### src/rtl/map_scroll_ctrl.sv
// Per-frame horizontal scroll sequencer: ramps speed up to a cruise rate and
// steps the map offset once per frame, at the rising edge of vertical blank.
module map_scroll_ctrl #(
  parameter int SPEED_MAX    = 4,
  parameter int ACCEL_FRAMES = 30,
  parameter int OFFSET_MAX   = 255,
  parameter int WRAP         = 1
) (
  input  logic       clk,
  input  logic       rst,
  input  logic       vblnk,
  input  logic       start,
  input  logic       pause,
  input  logic       restart,
  output logic [7:0] map_ofset,
  output logic       step_valid,
  output logic [2:0] step,
  output logic [2:0] state,
  output logic       end_reached
);

  typedef enum logic [2:0] {
    S_IDLE   = 3'd0,
    S_RAMP   = 3'd1,
    S_CRUISE = 3'd2,
    S_PAUSED = 3'd3,
    S_DONE   = 3'd4
  } st_t;

  st_t        st_q, st_d, saved_q, saved_d;
  logic [2:0] speed_q, speed_d;
  logic [7:0] cnt_q, cnt_d;
  logic [7:0] ofs_d;
  logic [2:0] step_d;
  logic       sv_d;
  logic       vblnk_q;
  logic       tick;
  logic [2:0] add;
  logic [11:0] adv;
  logic [7:0] adv_ofs;
  logic [2:0] adv_step;
  logic       adv_done;

  // Returns {done, step, new_offset} for one frame's advance; in stop mode the
  // offset clamps at OFFSET_MAX and the reported step is the distance covered.
  function automatic logic [11:0] advance(input logic [7:0] ofs, input logic [2:0] amt);
    logic [8:0] sum;
    logic [7:0] nofs;
    logic [2:0] stp;
    logic       done;
    sum  = {1'b0, ofs} + {6'd0, amt};
    nofs = sum[7:0];
    stp  = amt;
    done = 1'b0;
    if (WRAP != 0) begin
      if (sum > 9'(OFFSET_MAX))
        nofs = 8'(sum - 9'(OFFSET_MAX + 1));
    end else if (sum >= 9'(OFFSET_MAX)) begin
      nofs = 8'(OFFSET_MAX);
      stp  = 3'(8'(OFFSET_MAX) - ofs);
      done = 1'b1;
    end
    return {done, stp, nofs};
  endfunction

  assign tick        = vblnk & ~vblnk_q;
  assign add         = (st_q == S_CRUISE) ? 3'(SPEED_MAX) : speed_q;
  assign adv         = advance(map_ofset, add);
  assign adv_ofs     = adv[7:0];
  assign adv_step    = adv[10:8];
  assign adv_done    = adv[11];
  assign state       = st_q;
  assign end_reached = (st_q == S_DONE);

  always_comb begin
    st_d    = st_q;
    saved_d = saved_q;
    speed_d = speed_q;
    cnt_d   = cnt_q;
    ofs_d   = map_ofset;
    step_d  = step;
    sv_d    = 1'b0;
    if (restart) begin
      st_d    = S_IDLE;
      speed_d = 3'd0;
      cnt_d   = 8'd0;
      ofs_d   = 8'd0;
    end else begin
      case (st_q)
        S_IDLE: begin
          if (!pause && start) begin
            st_d    = S_RAMP;
            speed_d = 3'd1;
            cnt_d   = 8'd0;
          end
        end
        S_RAMP, S_CRUISE: begin
          if (pause) begin
            saved_d = st_q;
            st_d    = S_PAUSED;
          end else if (tick) begin
            ofs_d = adv_ofs;
            if (adv_ofs != map_ofset) begin
              sv_d   = 1'b1;
              step_d = adv_step;
            end
            if (adv_done) begin
              st_d = S_DONE;
            end else if (st_q == S_RAMP) begin
              // The add above used the pre-increment speed for this frame.
              if (cnt_q == 8'(ACCEL_FRAMES - 1)) begin
                cnt_d = 8'd0;
                if (({1'b0, speed_q} + 4'd1) >= 4'(SPEED_MAX)) begin
                  speed_d = 3'(SPEED_MAX);
                  st_d    = S_CRUISE;
                end else begin
                  speed_d = speed_q + 3'd1;
                end
              end else begin
                cnt_d = cnt_q + 8'd1;
              end
            end
          end
        end
        S_PAUSED: begin
          if (!pause)
            st_d = saved_q;
        end
        S_DONE: begin
        end
        default: st_d = S_IDLE;
      endcase
    end
  end

  always_ff @(posedge clk) begin
    if (rst) begin
      st_q       <= S_IDLE;
      saved_q    <= S_IDLE;
      speed_q    <= 3'd0;
      cnt_q      <= 8'd0;
      vblnk_q    <= 1'b0;
      map_ofset  <= 8'd0;
      step       <= 3'd0;
      step_valid <= 1'b0;
    end else begin
      st_q       <= st_d;
      saved_q    <= saved_d;
      speed_q    <= speed_d;
      cnt_q      <= cnt_d;
      vblnk_q    <= vblnk;
      map_ofset  <= ofs_d;
      step       <= step_d;
      step_valid <= sv_d;
    end
  end

endmodule

### config.mk
export PLATFORM = sky130hd
export DESIGN_NAME = map_scroll_ctrl
export DESIGN_NICKNAME = d
export VERILOG_FILES = /design/src/rtl/map_scroll_ctrl.sv
export SDC_FILE = /design/constraint.sdc
export NUM_CORES = 1
export LEC_CHECK = 0
export ABC_AREA = 1
export BUFFER_PORTS_ARGS = -buffer_cell sky130_fd_sc_hd__clkbuf_2
export CAP_MARGIN = 10
export CORE_UTILIZATION = 50
export DETAILED_ROUTE_END_ITERATION = 7
export GPL_ROUTABILITY_DRIVEN = 0
export PLACE_DENSITY = 0.72
export RECOVER_POWER = 50
export SETUP_SLACK_MARGIN = 0.05
export SKIP_LAST_GASP = 1
export SLEW_MARGIN = 20
export SYNTH_ARGS = -nofsm -noshare
export SYNTH_HDL_FRONTEND = slang
export SYNTH_SLANG_ARGS = --single-unit
### constraint.sdc
create_clock -name clk -period 6.4 [get_ports clk]
set_input_delay 0.32 -clock clk [delete_from_list [all_inputs] [get_ports clk]]
set_output_delay 0.32 -clock clk [all_outputs]
set_load 0.005 [all_outputs]
### After elaboration in Yosys (flattened, before gate mapping)

Index checks and enable logic that the tools add are counted.

* register bits after elaboration: 30
* bits in latches: 0
* memory bits (writable): 0
* ROM bits: 0
* bits of input ports: 6
* output and inout bits: 16
* logic and storage cells: 73
* memories: 0

* add/sub/neg operators: 5
* $mul: 0
* div/mod/pow operators: 0
* $lt $le $gt $ge: 2
* equal/unequal tests: 15
* shift-type cells: 0
* multiplexer cells: 23
* bitwise gates (word level): 7
* reduce and logical (&&, ||, !) cells: 13

Operators by type and width (number)
* two-way mux 8 bit: 6
* two-way mux 3 bit: 13
* case mux 8 bit (2 select lines): 1
* != test 3 bit, second input constant: 4
* case mux 3 bit (4 select lines): 1
* AND reduction 6 bit: 2
* != test 2 bit, second input constant: 5
* AND reduction 5 bit: 2
* adder 8 x 3 -> 9 bit: 1
* greater-than comparator 9 x 8 -> 1 bit, second input constant: 1
* adder 8 x 1 -> 8 bit, second input constant: 1
* == test 8 x 5 -> 1 bit, second input constant: 1
* != test 8 bit: 1
* subtractor 8 x 1 -> 8 bit, second input constant: 1
* == test 3 x 2 -> 1 bit, second input constant: 2
* NOT 1 bit: 6
* case mux 3 bit (2 select lines): 1
* OR reduction 5 bit: 1
* adder 3 x 1 -> 4 bit, second input constant: 1
* greater-or-equal comparator 4 x 3 -> 1 bit, second input constant: 1
* OR reduction 2 bit: 2
* adder 3 x 1 -> 3 bit, second input constant: 1
* == test 3 x 1 -> 1 bit, second input constant: 1
* == test 3 bit, second input constant: 1
* other kinds (8): 8

### Longest topological paths before layout

* depth after elaboration: 8
* mapped depth: 15
* gate-level depth less buffers: 15

### Least setup slack after synthesis

OpenSTA, ideal clock, no wires.

* path kind: reg2reg
* start: register st_q[0] (netlist: state[0])
* end: register step[0]
* setup time: 0.115 ns
* arrival time: 2.069 ns
* data required time: 6.285 ns
* path slack: 4.216 ns
* stages on the path, launching flop included: 14
* path buffers: 0
* period minus slack after synthesis: 2.184 ns
* cells stage by stage: dfxtp_1 > inv_2 > nand3_2 > nand2_1 > inv_1 > ha_1 > inv_1 > fa_1 > xor2_1 > nand2_1 > nor2_1 > nand3_1 > a21oi_1 > nor2_1

* longest elaborated chain between the ends: 7
* elaborated cells between the ends (all ways): 10
* those cells by class: add/sub: 2; order compare: 1; eq/ne: 3; mux: 2; reduce/logical: 2

RTL lines
* from (decl): RTL line 30 `st_t st_q, st_d, saved_q, saved_d;`
* from (signal assigned): RTL line 147 `st_q <= st_d;`
* == test 3 x 2 -> 1 bit *: RTL line 67 `assign add = (st_q == S_CRUISE) ? 3'(SPEED_MAX) : speed_q;`
* two-way mux 3 bit *: RTL line 67
* named net add[0]: RTL line 38 `logic [2:0] add;`
* adder 8 x 3 -> 9 bit: RTL line 51 `sum = {1'b0, ofs} + {6'd0, amt};`
* subtractor 8 x 1 -> 8 bit or greater-than comparator 9 x 8 -> 1 bit (tied branches): RTL line 57, 56
* two-way mux 8 bit: RTL line 56 `if (sum > 9'(OFFSET_MAX))`
* != test 8 bit: RTL line 103 `if (adv_ofs != map_ofset) begin`
* AND reduction 5 bit (no line)
* to (signal assigned): RTL line 153 `step <= step_d;`
* to (decl): RTL line 17 `output logic [2:0] step,`

Mark *: on every way through the listed nets, which the timed path passes. The rest lies on a longest branch.
A chain may end at the register's enable or synchronous reset.

### Worst setup path after layout

* start: register st_q[0] (netlist: state[0])
* end: register step[1]

* longest elaborated chain between the ends: 7
* elaborated cells between the ends (all ways): 10
* those cells by class: add/sub: 2; order compare: 1; eq/ne: 3; mux: 2; reduce/logical: 2

RTL lines (RTL line)
* == test 3 x 2 -> 1 bit *: 67
* two-way mux 3 bit *: 67
* named net add[0]: 38
* adder 8 x 3 -> 9 bit *: 51
* subtractor 8 x 1 -> 8 bit or greater-than comparator 9 x 8 -> 1 bit (tied branches): 57, 56
* two-way mux 8 bit *: 56
* != test 8 bit *: 103
* AND reduction 5 bit (no line) *

Marked as above.

==> flow_metrics.tcl <==
set metrics [dict create \
    status "complete, no violations" \
    worstMarginPinSlew_ns 0.861 \
    nets 302 \
    rows 21 \
    setup_viol 0 \
    clockBufferDepth 2 \
    core-area_sq_mm 0.00336 \
    placedCellCount 327 \
    power-per-cell-area_mw_per_mm2 201 \
    grtUsageTotal 0.215 \
    ant_nets 0 \
    seq_area_frac_synth 0.341 \
    cp.required_ns 6.63 \
    yosys_warnings 0 \
    dieArea_sq_mm 0.00376 \
    wire_per_inst_um 10.3 \
    path_class "register to register" \
    clock_sinks 30 \
    synth_top_cell_area_share 0.341 \
    synth_seq_cells 30 \
    syn2layout_area_growth_pct 9.45 \
    drc 0 \
    cp_data_arrival_time_ns 2.76 \
    final_max_slew_viol_count 0 \
    grt_pass1_vias 1398 \
    cts_tree "done" \
    hold_ws_ns 0.217 \
    netlist_area_sq_mm 0.00176 \
    post-cts-setup-buffers 0 \
    vias 1625 \
    grt_overflow 0 \
    viasPerCell 4.85 \
    fin_crit_ns 2.53 \
    port_buffers 21 \
    grt_max_degree 15 \
    hold_viol_final 0 \
    detail_route.wirelength_um 3460 \
    synth_top_area_cell "dfxtp_1" \
    cts_max_level 2 \
    cts_root_buf "clkbuf_4" \
    clk-insertion-delay-late_ns 0.33 \
    cts_made_buffers 5 \
    antenna_found_initial 0 \
    hold_buffers 0 \
    async_reset_ff_frac 0 \
    layout-drive-gt1-share 0.121 \
    crit_path_start "state[0]" \
    grt_pass1_wl_um 5960 \
    pin_count 22 \
    avgSynthCellArea_sq_um 6.69 \
    die_w_um 61.3 \
    reg2reg_slack_ns 3.87 \
    end_kind "register" \
    first_pass_iters 4 \
    hold_path_startpoint "vblnk" \
    seqCellArea_sq_um 601 \
    hold_class "input pin to register" \
    fillers 360 \
    multi_input_area_sq_um 978 \
    synth_area_leaders "dfxtp_1, nand2_1, nor2_1" \
    syn_inst 263 \
    max_slew_margin 0.424 \
    synth_nets 277 \
    max-cap-violations 0 \
    synth_enable_flop_cells 0 \
    max_freq_mhz 395 \
    hpwl_um 2650 \
    period_share 0.396 \
    drtIter0Drc 81 \
    leakagePower_nw 0.883 \
    cp-start-kind "register" \
    rsz0062_at_grt "no" \
    start_util 0.523 \
    clk_pin_slew_worst_paths_ns 0.09 \
    die_y_um 61.3 \
    fin_cells 335 \
    clock-skew-final_ns 0.00474 \
    irDropWorstVdd_v 0.000132 \
    diodes 0 \
    crit-reg2reg-launch "state[0]" \
    tns_ns 0 \
    ctsResizeCount 0 \
    ys_dominant_reg_cell "dfxtp_1" \
    synth_cell_types 30 \
    crit_fanout 7 \
]
placed cells by master (no fill, tap or decap), types with 2 or more instances in the layout:
| cell | n |
|---|---|
| nor2_1 | 45 |
| nor2_4 | 2 |
| xor2_1 | 5 |
| nand2_4 | 4 |
| inv_1 | 31 |
| clkbuf_4 | 5 |
| clkbuf_2 | 14 |
| a21oi_1 | 13 |
| nand3_1 | 18 |
| nor3_1 | 3 |
| nand2_1 | 70 |
| inv_2 | 3 |
| clkbuf_1 | 8 |
| ha_1 | 7 |
| dfxtp_1 | 30 |
| o21ai_0 | 15 |
| o21ai_1 | 2 |
synthesized netlist by cell type, types with 2 or more instances:
master	count
a21oi_1	13
dfxtp_1	30
ha_1	7
inv_1	31
inv_2	3
nand2_1	67
nand2_2	2
nand2_4	6
nand3_1	16
nand3_2	2
nor2_1	45
nor2_4	2
nor3_1	3
o21ai_0	15
o21ai_1	2
xor2_1	5
critical path: stages (launching register included):
cell	delay [ns]
dfxtp_1	0.46
inv_2	0.09
nand3_1	0.16
nand2_1	0.11
inv_1	0.07
ha_1	0.16
inv_1	0.06
fa_1	0.51
xor2_1	0.17
nand2_1	0.06
nor2_1	0.09
nand3_1	0.22
a21oi_1	0.22
nor2_1	0.06
cells by family after synthesis:
family / after synthesis / share of synthesized area
XOR/XNOR: 6 / 0.0299
buffers and inverters: 38 / 0.0874
AND/OR/NAND/NOR: 148 / 0.381
AO/OA/AOI/OAI: 33 / 0.0995
adder cells (fa/ha/maj): 8 / 0.0611
flip-flops: 30 / 0.341
flip-flops by register name, summed over array words and instances (netlist names):
signal and cells:
speed_q 3, vblnk_q 1, step 3, state 3, saved_q 3, step_valid 1
cnt_q 8, map_ofset 8
stage by stage:
| stage | total power [W] | cell area (sq um) | util | setup WS (ns) |
|---|---|---|---|---|
| after CTS | 0.000394 | 1960 | 0.584 | 3.93 |
| final | 0.000386 | 1930 | 0.573 | 3.87 |
| after global placement | 0.000276 | 1900 | 0.566 | 4.07 |
| after detailed placement | 0.000276 | 1900 | 0.566 | 3.98 |
| after floorplan | 0.000262 | 1760 | - | 4.22 |
| after global routing | 0.000411 | 1930 | 0.573 | 3.64 |
routing by layer:
layer	part of all wire	vias to the layer above	track usage
li1	-	879	-
met1	0.51	704	0.299
met4	0.017	0	0.0857
met5	0	-	0
met3	0.045	5	0.0567
met2	0.43	37	0.318
final cells by class:
class / instances / area share
clock inverter: 1 / 0.00260
clock buffer: 7 / 0.0286
multi-input combinational: 195 / 0.508
sequential: 30 / 0.312
tap: 46 / 0.0299
inverter: 35 / 0.0695
timing repair buffer: 21 / 0.0500
power by group:
group | switching (W) | leakage, nW | internal, W
clock network | 0.0000641 | 0.0353 | 0.0000532
logic | 0.0000488 | 0.605 | 0.0000239
registers | 0.00000488 | 0.243 | 0.000192
total | 0.000118 | 0.883 | 0.000269
path summary, 6_finish.rpt:
check | to | cells past startpoint
worst max-delay path | step[1] | 13
worst min-delay path | vblnk_q | 3
worst max register to register | step[1] | 13
worst min register to register | saved_q[1] | 2
No activity file was read; power rests on OpenSTA's default activity.
